--- src/rtl/aes_key_expand_seq.sv ---
// Sequential AES-128 key expansion: produces round keys 1..10, one per clock,
// and holds them in a register bank feeding the round-key selector.

module aes_sbox (
  input  logic [7:0] a,
  output logic [7:0] y
);

  function automatic logic [7:0] gf_mul(input logic [7:0] x, input logic [7:0] m);
    logic [7:0] acc;
    logic [7:0] sh;
    logic [7:0] mm;
    acc = 8'h00;
    sh  = x;
    mm  = m;
    for (int i = 0; i < 8; i++) begin
      acc = acc ^ (mm[0] ? sh : 8'h00);
      sh  = {sh[6:0], 1'b0} ^ (sh[7] ? 8'h1b : 8'h00);
      mm  = {1'b0, mm[7:1]};
    end
    return acc;
  endfunction

  // Multiplicative inverse as x^254; maps 0 to 0 as the S-box requires.
  function automatic logic [7:0] gf_inv(input logic [7:0] x);
    logic [7:0] r;
    logic [7:0] p;
    r = 8'h01;
    p = x;
    for (int i = 1; i < 8; i++) begin
      p = gf_mul(p, p);
      r = gf_mul(r, p);
    end
    return r;
  endfunction

  function automatic logic [7:0] sbox_f(input logic [7:0] x);
    logic [7:0] b;
    b = gf_inv(x);
    return b ^ {b[6:0], b[7]} ^ {b[5:0], b[7:6]} ^ {b[4:0], b[7:5]} ^
           {b[3:0], b[7:4]} ^ 8'h63;
  endfunction

  // Forward S-box lookup
  always_comb begin
    y = sbox_f(a);
  end

endmodule

module aes_key_expand_seq #(
  parameter int KEY_WIDTH = 128,
  parameter int NUM_RK    = 10
) (
  input  logic                 clk,
  input  logic                 rst_n,
  input  logic                 start,
  input  logic [KEY_WIDTH-1:0] key_in,
  output logic [KEY_WIDTH-1:0] rk0,
  output logic [KEY_WIDTH-1:0] rk1,
  output logic [KEY_WIDTH-1:0] rk2,
  output logic [KEY_WIDTH-1:0] rk3,
  output logic [KEY_WIDTH-1:0] rk4,
  output logic [KEY_WIDTH-1:0] rk5,
  output logic [KEY_WIDTH-1:0] rk6,
  output logic [KEY_WIDTH-1:0] rk7,
  output logic [KEY_WIDTH-1:0] rk8,
  output logic [KEY_WIDTH-1:0] rk9,
  output logic                 busy,
  output logic                 done,
  output logic                 keys_valid
);

  localparam logic [0:0] ST_IDLE   = 1'b0;
  localparam logic [0:0] ST_EXPAND = 1'b1;

  function automatic logic [7:0] xtime_f(input logic [7:0] b);
    return {b[6:0], 1'b0} ^ (b[7] ? 8'h1b : 8'h00);
  endfunction

  logic [0:0]           state_r;
  logic [KEY_WIDTH-1:0] cur_key_r;
  logic [7:0]           rcon_r;
  logic [3:0]           cnt_r;
  logic                 busy_r;
  logic                 done_r;
  logic                 keys_valid_r;
  logic [KEY_WIDTH-1:0] rk_r [NUM_RK];

  logic [31:0]          rot_word_s;
  logic [31:0]          sub_word_s;
  logic [31:0]          temp_s;
  logic [31:0]          w0_s, w1_s, w2_s, w3_s;
  logic [KEY_WIDTH-1:0] next_key_s;
  logic                 last_step_s;

  assign rot_word_s = {cur_key_r[23:0], cur_key_r[31:24]};

  for (genvar g = 0; g < 4; g++) begin : g_sbox
    aes_sbox u_sbox (
      .a (rot_word_s[8*g +: 8]),
      .y (sub_word_s[8*g +: 8])
    );
  end

  // One round of the key schedule from the current key
  always_comb begin
    temp_s      = sub_word_s ^ {rcon_r, 24'h000000};
    w0_s        = cur_key_r[127:96] ^ temp_s;
    w1_s        = cur_key_r[95:64]  ^ w0_s;
    w2_s        = cur_key_r[63:32]  ^ w1_s;
    w3_s        = cur_key_r[31:0]   ^ w2_s;
    next_key_s  = {w0_s, w1_s, w2_s, w3_s};
    last_step_s = (cnt_r == 4'd9);
  end

  // Sequencer: accept start in IDLE, step through ten rounds in EXPAND
  always_ff @(posedge clk or negedge rst_n) begin
    if (!rst_n) begin
      state_r      <= ST_IDLE;
      cur_key_r    <= {KEY_WIDTH{1'b0}};
      rcon_r       <= 8'h00;
      cnt_r        <= 4'd0;
      busy_r       <= 1'b0;
      done_r       <= 1'b0;
      keys_valid_r <= 1'b0;
    end else begin
      case (state_r)
        ST_IDLE: begin
          done_r <= 1'b0;
          if (start) begin
            cur_key_r    <= key_in;
            rcon_r       <= 8'h01;
            cnt_r        <= 4'd0;
            busy_r       <= 1'b1;
            keys_valid_r <= 1'b0;
            state_r      <= ST_EXPAND;
          end
        end
        ST_EXPAND: begin
          cur_key_r <= next_key_s;
          rcon_r    <= xtime_f(rcon_r);
          if (last_step_s) begin
            cnt_r        <= 4'd0;
            busy_r       <= 1'b0;
            done_r       <= 1'b1;
            keys_valid_r <= 1'b1;
            state_r      <= ST_IDLE;
          end else begin
            cnt_r  <= cnt_r + 4'd1;
            done_r <= 1'b0;
          end
        end
        default: begin
          state_r <= ST_IDLE;
          busy_r  <= 1'b0;
          done_r  <= 1'b0;
        end
      endcase
    end
  end

  for (genvar g = 0; g < NUM_RK; g++) begin : g_rk
    // Round-key slot g captures the key produced on its step and then holds
    always_ff @(posedge clk or negedge rst_n) begin
      if (!rst_n) begin
        rk_r[g] <= {KEY_WIDTH{1'b0}};
      end else if ((state_r == ST_EXPAND) && (cnt_r == 4'(g))) begin
        rk_r[g] <= next_key_s;
      end
    end
  end

  assign rk0        = rk_r[0];
  assign rk1        = rk_r[1];
  assign rk2        = rk_r[2];
  assign rk3        = rk_r[3];
  assign rk4        = rk_r[4];
  assign rk5        = rk_r[5];
  assign rk6        = rk_r[6];
  assign rk7        = rk_r[7];
  assign rk8        = rk_r[8];
  assign rk9        = rk_r[9];
  assign busy       = busy_r;
  assign done       = done_r;
  assign keys_valid = keys_valid_r;

endmodule
--- config.mk ---
export PLATFORM = sky130hd
export DESIGN_NAME = aes_key_expand_seq
export DESIGN_NICKNAME = d
export VERILOG_FILES = /design/src/rtl/aes_key_expand_seq.sv
export SDC_FILE = /design/constraint.sdc
export NUM_CORES = 2
export LEC_CHECK = 0
export CAP_MARGIN = 30
export CORE_UTILIZATION = 35
export CTS_BUF_LIST = sky130_fd_sc_hd__clkbuf_4 sky130_fd_sc_hd__clkbuf_8
export CTS_CLUSTER_SIZE = 24
export DETAILED_ROUTE_END_ITERATION = 8
export PLACE_DENSITY = 0.66
export SYNTH_ARGS = -nofsm -noshare
export SYNTH_HDL_FRONTEND = slang
export SYNTH_SLANG_ARGS = --single-unit
--- constraint.sdc ---
create_clock -name clk -period 19.4 [get_ports clk]
set_input_delay 2.91 -clock clk [delete_from_list [all_inputs] [get_ports clk]]
set_output_delay 2.91 -clock clk [all_outputs]
set_load 0.02 [all_outputs]
Yosys cells after proc, flatten, opt, wreduce, memory -nomap -nowiden
Index checks and enable logic that the tools add are counted.
{ "totals": {"reg_bits": 1424, "latch_bits": 0, "ram_bits": 0, "mem_bits_ro": 0, "input_bits": 131, "n_memories": 0} }
{ "classes": {"addsub": 1, "multipliers": 0, "n_div": 0, "order_cmp": 0, "eq_ne": 11, "shifts": 0, "n_mux": 831, "bitwise": 783, "reduce_logical": 12} }
{ "ops": {"columns": ["operator", "n"], "rows": [
  ["$xor A8 B8 Y8", 764],
  ["$mux W8", 421],
  ["$mux W5", 369],
  ["$pmux W128 S2", 1],
  ["$xor A32 B32 Y32", 5],
  ["$mux W128", 1],
  ["$xor A8 B5 Y8", 9],
  ["$mux W7", 4],
  ["$mux W4", 6],
  ["$mux W6", 4],
  ["$eq A4 B3 Y1 const B", 4],
  ["$not A4 Y4", 4],
  ["$pmux W8 S2", 1],
  ["$mux W3", 4],
  ["$mux W1", 11],
  ["$logic_and A1 B1 Y1", 10],
  ["$eq A4 B2 Y1 const B", 2],
  ["$eq A4 B4 Y1 const B", 2],
  ["$mux W2", 4],
  ["$pmux W1 S2", 4],
  ["$pmux W4 S2", 1],
  ["$add A4 B1 Y4 const B", 1],
  ["$eq A4 B1 Y1 const B", 1],
  ["$logic_not A4 Y1", 1],
  ["4 further kinds", 4]
]} }

Longest topological paths before layout
{ "logic_depth": {"word_depth": 131, "depth_mapped": 101, "ltp_nobuf": 81} }

By module
Synthesis repeated with hierarchy kept, for this count alone.
{ "unflattened": {"cells_unflattened": 12429, "area_unflattened_um2": 125982.1} }
{ "modules_own_cells": {"columns": ["mod", "instances", "cells_per_inst", "area_per_inst_um2", "seq_area_each_um2"], "rows": [
  ["aes_key_expand_seq", 1, 3617, 57222.4, 35634.2],
  ["aes_sbox (g_sbox[1].u_sbox ...)", 2, 2250, 17732.0, 0.0],
  ["aes_sbox (g_sbox[0].u_sbox)", 1, 2122, 16802.4, 0.0],
  ["aes_sbox (g_sbox[3].u_sbox)", 1, 2190, 16493.3, 0.0]
]} }

Worst setup path before layout
Ideal clock, no wire load.
{ "synth_path": {"kind": "register -> register", "start": "register cur_key_r[15]", "end": "register rk_r (netlist bit rk0[51])", "arrival_ns": 20.898, "t_required_ns": 19.267, "setup_slack_ns": -1.631, "path_stages_with_launch": 96, "synth_period_minus_slack_ns": 21.031, "cell_sequence": "dfrtp_1 > buf_2 > inv_2 > ha_1 > buf_2 > inv_1 > ha_1 > xnor2_1 > nor3_1 > a211oi_1 > xnor3_1 > inv_2 > ha_1 > clkbuf_1 > inv_1 > clkbuf_1 > ha_1 > clkbuf_1 > [... 60 more ...] > nor3_1 > a211oi_1 > o221a_2 > xor2_1 > xnor2_1 > nor2_1 > xnor2_1 > xnor2_1 > xnor2_1 > xnor2_1 > xnor2_1 > xnor2_2 > xnor2_4 > xnor2_1 > xor2_1 > xnor2_1 > clkbuf_1 > o21ai_1"} }
{ "synth_between": {"elab_chain_cells": 92, "elab_cells_between_ends": 396, "classes_between": "mux (199); bitwise (197)"} }
{ "synth_lines": {"columns": ["item", "line_no", "text"], "rows": [
  ["from (decl)", "82", "logic [KEY_WIDTH-1:0] cur_key_r;"],
  ["from (signal assigned)", "121", "cur_key_r <= {KEY_WIDTH{1'b0}};"],
  ["from (signal assigned)", "132", "cur_key_r <= key_in;"],
  ["from (signal assigned)", "141", "cur_key_r <= next_key_s;"],
  ["$mux W5", "18", "sh = {sh[6:0], 1'b0} ^ (sh[7] ? 8'h1b : 8'h00);"],
  ["$xor A8 B8 Y8 (4 in series)", "18", null],
  ["$mux W5, or another cell as far along", "18", null],
  ["$xor A8 B8 Y8, or another cell as far along (3 in series)", "18", null],
  ["$mux W8 or $xor A8 B8 Y8 (tied branches)", "17", "acc = acc ^ (mm[0] ? sh : 8'h00);"],
  ["$xor A8 B8 Y8 *", "17", null],
  ["$xor A8 B8 Y8", "18", null],
  ["$mux W5 or $xor A8 B8 Y8 (tied branches)", "18", null],
  ["[... 69 more ...]", null, null],
  ["$xor A8 B8 Y8 or $mux W8 (tied branches)", "17", null],
  ["$xor A8 B8 Y8 *", "17", null],
  ["$xor A8 B8 Y8 (3 in series)", "40", "return b ^ {b[6:0], b[7]} ^ {b[5:0], b[7:6]} ^ {b[4:0], b[7:5]} ^"],
  ["$xor A8 B8 Y8 *", "40", null],
  ["$xor A32 B32 Y32 *", "108", "temp_s = sub_word_s ^ {rcon_r, 24'h000000};"],
  ["$xor A32 B32 Y32 *", "109", "w0_s = cur_key_r[127:96] ^ temp_s;"],
  ["$xor A32 B32 Y32 *", "110", "w1_s = cur_key_r[95:64] ^ w0_s;"],
  ["$xor A32 B32 Y32 *", "111", "w2_s = cur_key_r[63:32] ^ w1_s;"],
  ["to (signal, indexed assignment)", "167", "rk_r[g] <= {KEY_WIDTH{1'b0}};"],
  ["to (signal, indexed assignment)", "169", "rk_r[g] <= next_key_s;"],
  ["to (decl)", "88", "logic [KEY_WIDTH-1:0] rk_r [NUM_RK];"]
]} }
Mark *: on every way between the ends. The rest lies on a longest branch, timed or not.
A chain may end at the register's enable or synchronous reset.

Final worst setup path
{ "layout_path": {"start": "register cur_key_r[8]", "end": "register cur_key_r[87]"} }
{ "layout_between": {"elab_chain_cells": 90, "elab_cells_between_ends": 393, "classes_between": "mux (197); bitwise (196)"} }
{ "layout_lines": {"columns": ["item", "line_no", "text"], "rows": [
  ["$xor A8 B8 Y8 (5 in series)", "18", null],
  ["$xor A8 B8 Y8 or $mux W8 (tied branches)", "18, 17", null],
  ["$xor A8 B8 Y8, or another cell as far along", "18", null],
  ["$mux W8 or $xor A8 B8 Y8 (tied branches)", "17", null],
  ["$xor A8 B8 Y8 *", "17", null],
  ["$mux W5 or $xor A8 B8 Y8 (tied branches)", "18", null],
  ["$xor A8 B8 Y8 or $mux W5 (tied branches) (2 in series)", "18", null],
  ["$xor A8 B8 Y8 (2 in series)", "18", null],
  ["[... 66 more ...]", null, null],
  ["$xor A8 B8 Y8 or $mux W8 (tied branches)", "17", null],
  ["$xor A8 B8 Y8 *", "17", null],
  ["$xor A8 B8 Y8 (3 in series)", "40", null],
  ["$xor A8 B8 Y8 *", "40", null],
  ["$xor A32 B32 Y32 *", "108", null],
  ["$xor A32 B32 Y32 *", "109", null],
  ["$xor A32 B32 Y32 *", "110", null],
  ["$pmux W128 S2 *", "128", "case (state_r)"]
]} }
Marks and branches as above.

==> tab_implementation.tex <==
\begin{tabular}{lr}
\hline
Metric & Value \\
\hline
\multicolumn{2}{l}{\textbf{Clock network}} \\
\quad Clock-pin transition on the worst setup and hold timing paths & 0.06 ns \\
\quad Clock Root Buffer & clkbuf\_8 \\
\quad Clock buffers created by TritonCTS & between 200 and 300 \\
\quad CTS tree & done \\
\quad Clock latency at the later pin of the worst-skew pair & 1.07 ns \\
\quad Total number of clock tree sinks & 1424 \\
\quad Longest Clk Path Bufs & 4 \\
\quad CTS H-tree lvls & 5 \\
\multicolumn{2}{l}{\textbf{Synth}} \\
\quad Number of cells produced by synthesis & 14230 \\
\quad Post-synth EDFFs & 0 \\
\quad Most frequently used flop master after synthesis & dfrtp\_1 \\
\quad Yosys synthesis warning count & 0 \\
\quad Area share of the largest cell type after synthesis & between 20\% and 30\% \\
\quad Dominant cells by area after synthesis & dfrtp\_1, xnor2\_1, nand2\_1 \\
\quad Area leader, netlist & dfrtp\_1 \\
\quad Synthesized flop and latch total & 1424 \\
\quad Post-synthesis sequential area ratio & 29.50\% \\
\quad Number of distinct standard cells referenced by the synthesized netlist & 120 \\
\quad Async set or reset register ratio after synthesis & 100.0\% \\
\quad Average footprint of a synthesized cell & 8.490 um\^{}2 \\
\quad Cell area after synthesis & 120800 um\^{}2 \\
\quad Nets in the synthesized netlist & about 15000 \\
\multicolumn{2}{l}{\textbf{Timing}} \\
\quad Max Clock Freq & 0.05376 GHz \\
\quad Post-route clock skew & 0.1412 ns \\
\quad Worst Tran Pin Value & 1.104 ns \\
\quad Final setup violation count & 0 \\
\quad Hold violation total from the final report & 0 \\
\quad Post-layout minimum cycle time & between 15 and 20 ns \\
\quad Final Max Tran Viols & 0 \\
\quad Share of the clock period used by the worst path & 95.89\% \\
\quad Tightest slew margin relative to the limit & 26.43\% \\
\multicolumn{2}{l}{\textbf{Critical path}} \\
\quad Reg-to-Reg Start & cur\_key\_r[8] \\
\quad Minimum setup slack among reg-to-reg paths & $\sim$0.80 ns \\
\quad Data required time of the worst path & between 20 and 25 ns \\
\quad Number of stages on the worst setup path & 72 \\
\quad Buffering stage count on the worst path with inverters included & 13 \\
\quad R2R cell count & 72 \\
\quad Arrival @ worst endpoint & 19.53 ns \\
\quad Delay contributed by the slowest stage of the critical path & about 0.63 ns \\
\quad Reg-to-Reg End & cur\_key\_r[87] \\
\quad Cell occurring most often along the worst timing path & xnor2\_1 \\
\quad CP startpoint & cur\_key\_r[8] \\
\quad Type of the worst setup path & reg -> reg \\
\quad Critical path destination & cur\_key\_r[87] \\
\quad Type of element capturing the critical path & flop \\
\quad Worst Path Max Fanout & 20 \\
\quad Max stage delay cell, worst path & xor3\_1 \\
\quad Family with the most delay on the worst path & XOR/XNOR gates \\
\quad Setup crit start kind & flop \\
\multicolumn{2}{l}{\textbf{Worst hold path}} \\
\quad HP Class & reg -> reg \\
\multicolumn{2}{l}{\textbf{Route}} \\
\quad Final routed DRC violation total & 0 \\
\quad DRT Pass-1 Iters & 7 \\
\quad Post-route antenna net violation count & 0 \\
\quad Post-detailed-route wirelength per cell & 25.80 um \\
\quad Via/cell ratio & about 5.3 \\
\quad Wire length after detailed routing & 530.9 mm \\
\quad Via count & 109800 \\
\quad Initial DRC Count & approximately 11000 \\
\multicolumn{2}{l}{\textbf{Placement}} \\
\quad Cells after DPL & 19910 \\
\quad Detailed Place HPWL & 397.7 mm \\
\quad Final estimated routing congestion in global placement & approximately 1.0 \\
\quad Input/output buffers & 1413 \\
\multicolumn{2}{l}{\textbf{Global route}} \\
\quad Total gr overflow & 0 \\
\quad All-layer global routing usage & 29.41\% \\
\quad Maximum number of pins on one net before global-route repair & 176 \\
\quad First-pass GRT wire length & 749.6 mm \\
\quad Vias in the first global route & 102100 \\
\quad Antenna violations before repair & 107 \\
\multicolumn{2}{l}{\textbf{Layout}} \\
\quad Number of nets at the end of the flow & between 15000 and 20000 \\
\quad Fill cell instance count of the final layout & 33550 \\
\quad Non-filler instance count after layout & just over 20000 \\
\quad Share of post-route cells with drive strength above 1 & 12.46\% \\
\quad Most frequent cells in the layout & nand2\_1, xnor2\_1, dfrtp\_1 \\
\quad Most common cell after layout, fill and taps aside & nand2\_1 \\
\quad Layout overhead on the synthesized area & 26.13\% \\
\multicolumn{2}{l}{\textbf{Outcome}} \\
\quad Run status & complete, no violations \\
\multicolumn{2}{l}{\textbf{Floorplan}} \\
\quad Horiz. Die Dim & 589.4 um \\
\quad Y dimension of the die & 589.4 um \\
\quad Number of placement rows & 215 \\
\quad Die footprint & between 300000 and 400000 um\^{}2 \\
\quad Initial Utilization & approximately a third \\
\quad Core area & approximately 340000 um\^{}2 \\
\quad Ports placed on the boundary & about 1400 \\
\multicolumn{2}{l}{\textbf{Run}} \\
\quad Count of maximum capacitance violations & 0 \\
\hline
\end{tabular}
==> state kept, by name, summed over array words and instances, names as in the netlist, 128 cells and up <==
register   count
rk2          128
rk5          128
rk6          128
cur_key_r    128
rk9          128
rk3          128
rk8          128
rk1          128
rk0          128
rk4          128
rk7          128
==> area by class of cell <==
class / instances / area (um^2) / share of cell area [%]
Timing Repair Buffer: 2277 / 21590 / 14.17
Inverter: 307 / 1167 / 0.7663
Sequential cell: 1424 / 35640 / 23.40
Clock buffer: 398 / 5027 / 3.300
Antenna cell: 105 / 262.8 / 0.1725
Multi-Input combinational cell: 11460 / 82330 / 54.04
Clock inverter: 55 / 619.3 / 0.4065
Tap cell: 4557 / 5702 / 3.743
==> kinds of logic (layout without fill, tap and decap cells) <==
family | Yosys count | after routing | share of synthesized area [%]
buffers and inverters | 1346 | 3037 | 4.566
adders and majority gates | 272 | 272 | 2.818
AOI/OAI and AO/OA | 2413 | 2413 | 12.10
xor gates and xnor gates | 3183 | 3183 | 30.36
muxes | 286 | 286 | 2.465
DFF | 1424 | 1424 | 29.50
and+or+nand+nor | 5302 | 5302 | 18.18
other | 0 | 105 | 0
==> worst min path at each step <==
stage / startpoint / endpoint / slack (ns) / depth (start not counted)
3_3_place_gp: rk7[88] / rk7[88] / 0.46 / 2
4_1_cts: rk1[63] / rk1[63] / 0.47 / 2
5_1_grt: rk9[83] / rk9[83] / 0.48 / 2
6_report: rk6[93] / rk6[93] / 0.47 / 2
2_1_floorplan: rcon_r[4] / rcon_r[5] / 0.49 / 2
3_5_place_dp: rk7[48] / rk7[48] / 0.46 / 2
==> metal layers <==
metal	global-route usage, %	part of all wire [%]	wire length (um)	vias up
li1	-	-	-	50210
met1	37.52	40	211100	53290
met2	44.39	44	231300	5269
met3	7.124	9.5	50470	1052
met4	19.16	7.1	37920	12
met5	0	0.015	80	-
==> repair_timing <==
item                                    in CTS  in global routing
pin swaps                                    1                 59
setup buffers                                3                 98
resized for setup                            5                180
endpoints found under the setup margin      92               1363
hold buffers                                 0                  0
==> worst min-delay path, cell delays in order, from the launching register on <==
cell	delay, ns
dfrtp_1	0.33
nand2_1	0.05
nand2_1	0.06
==> cells in the mapped netlist (all sizes together) (18+ instances only) <==
library cell and number:
o21ai 1168, o221ai 21, o211a 25, xnor2 1961, o21a 25, and3 41
xor2 700, nor2 1321, mux2 88, a21oi 423, o211ai 87, nand2b 97
mux2i 198, nor3 188, nor3b 23, clkbuf 733, xor3 84, nor2b 135
or2 23, a21o 18, a32oi 21, a31oi 39, ha 272, o31ai 25
a211o 32, or3 43, clkinv 38, dfrtp 1424, o22ai 109, a221oi 33
and2 65, nand4 39, o311ai 19, nand2 3064, buf 306, a311oi 19
inv 269, a22oi 39, xnor3 438, nand3 172, a211oi 122, nor4 32
o32ai 35
==> metrics by stage <==
step	TNS (ns)	hold slack (ns)	setup slack [ns]	util [%]	instance area, um^2
6_report	0	0.4716	0.7972	44.38	152300
5_1_grt	-1.912	0.4836	-0.09684	44.34	152200
4_1_cts	-0.03873	0.4748	-0.01902	43.63	149800
3_5_place_dp	-0.03881	0.4608	-0.01676	41.97	144100
3_3_place_gp	-0.6577	0.4569	-0.1148	41.91	143900
2_1_floorplan	0	0.4938	0.02678	-	121000
Power is not shown: default switching activity piles up to over one toggle a cycle in this logic, so the estimate is an artifact.
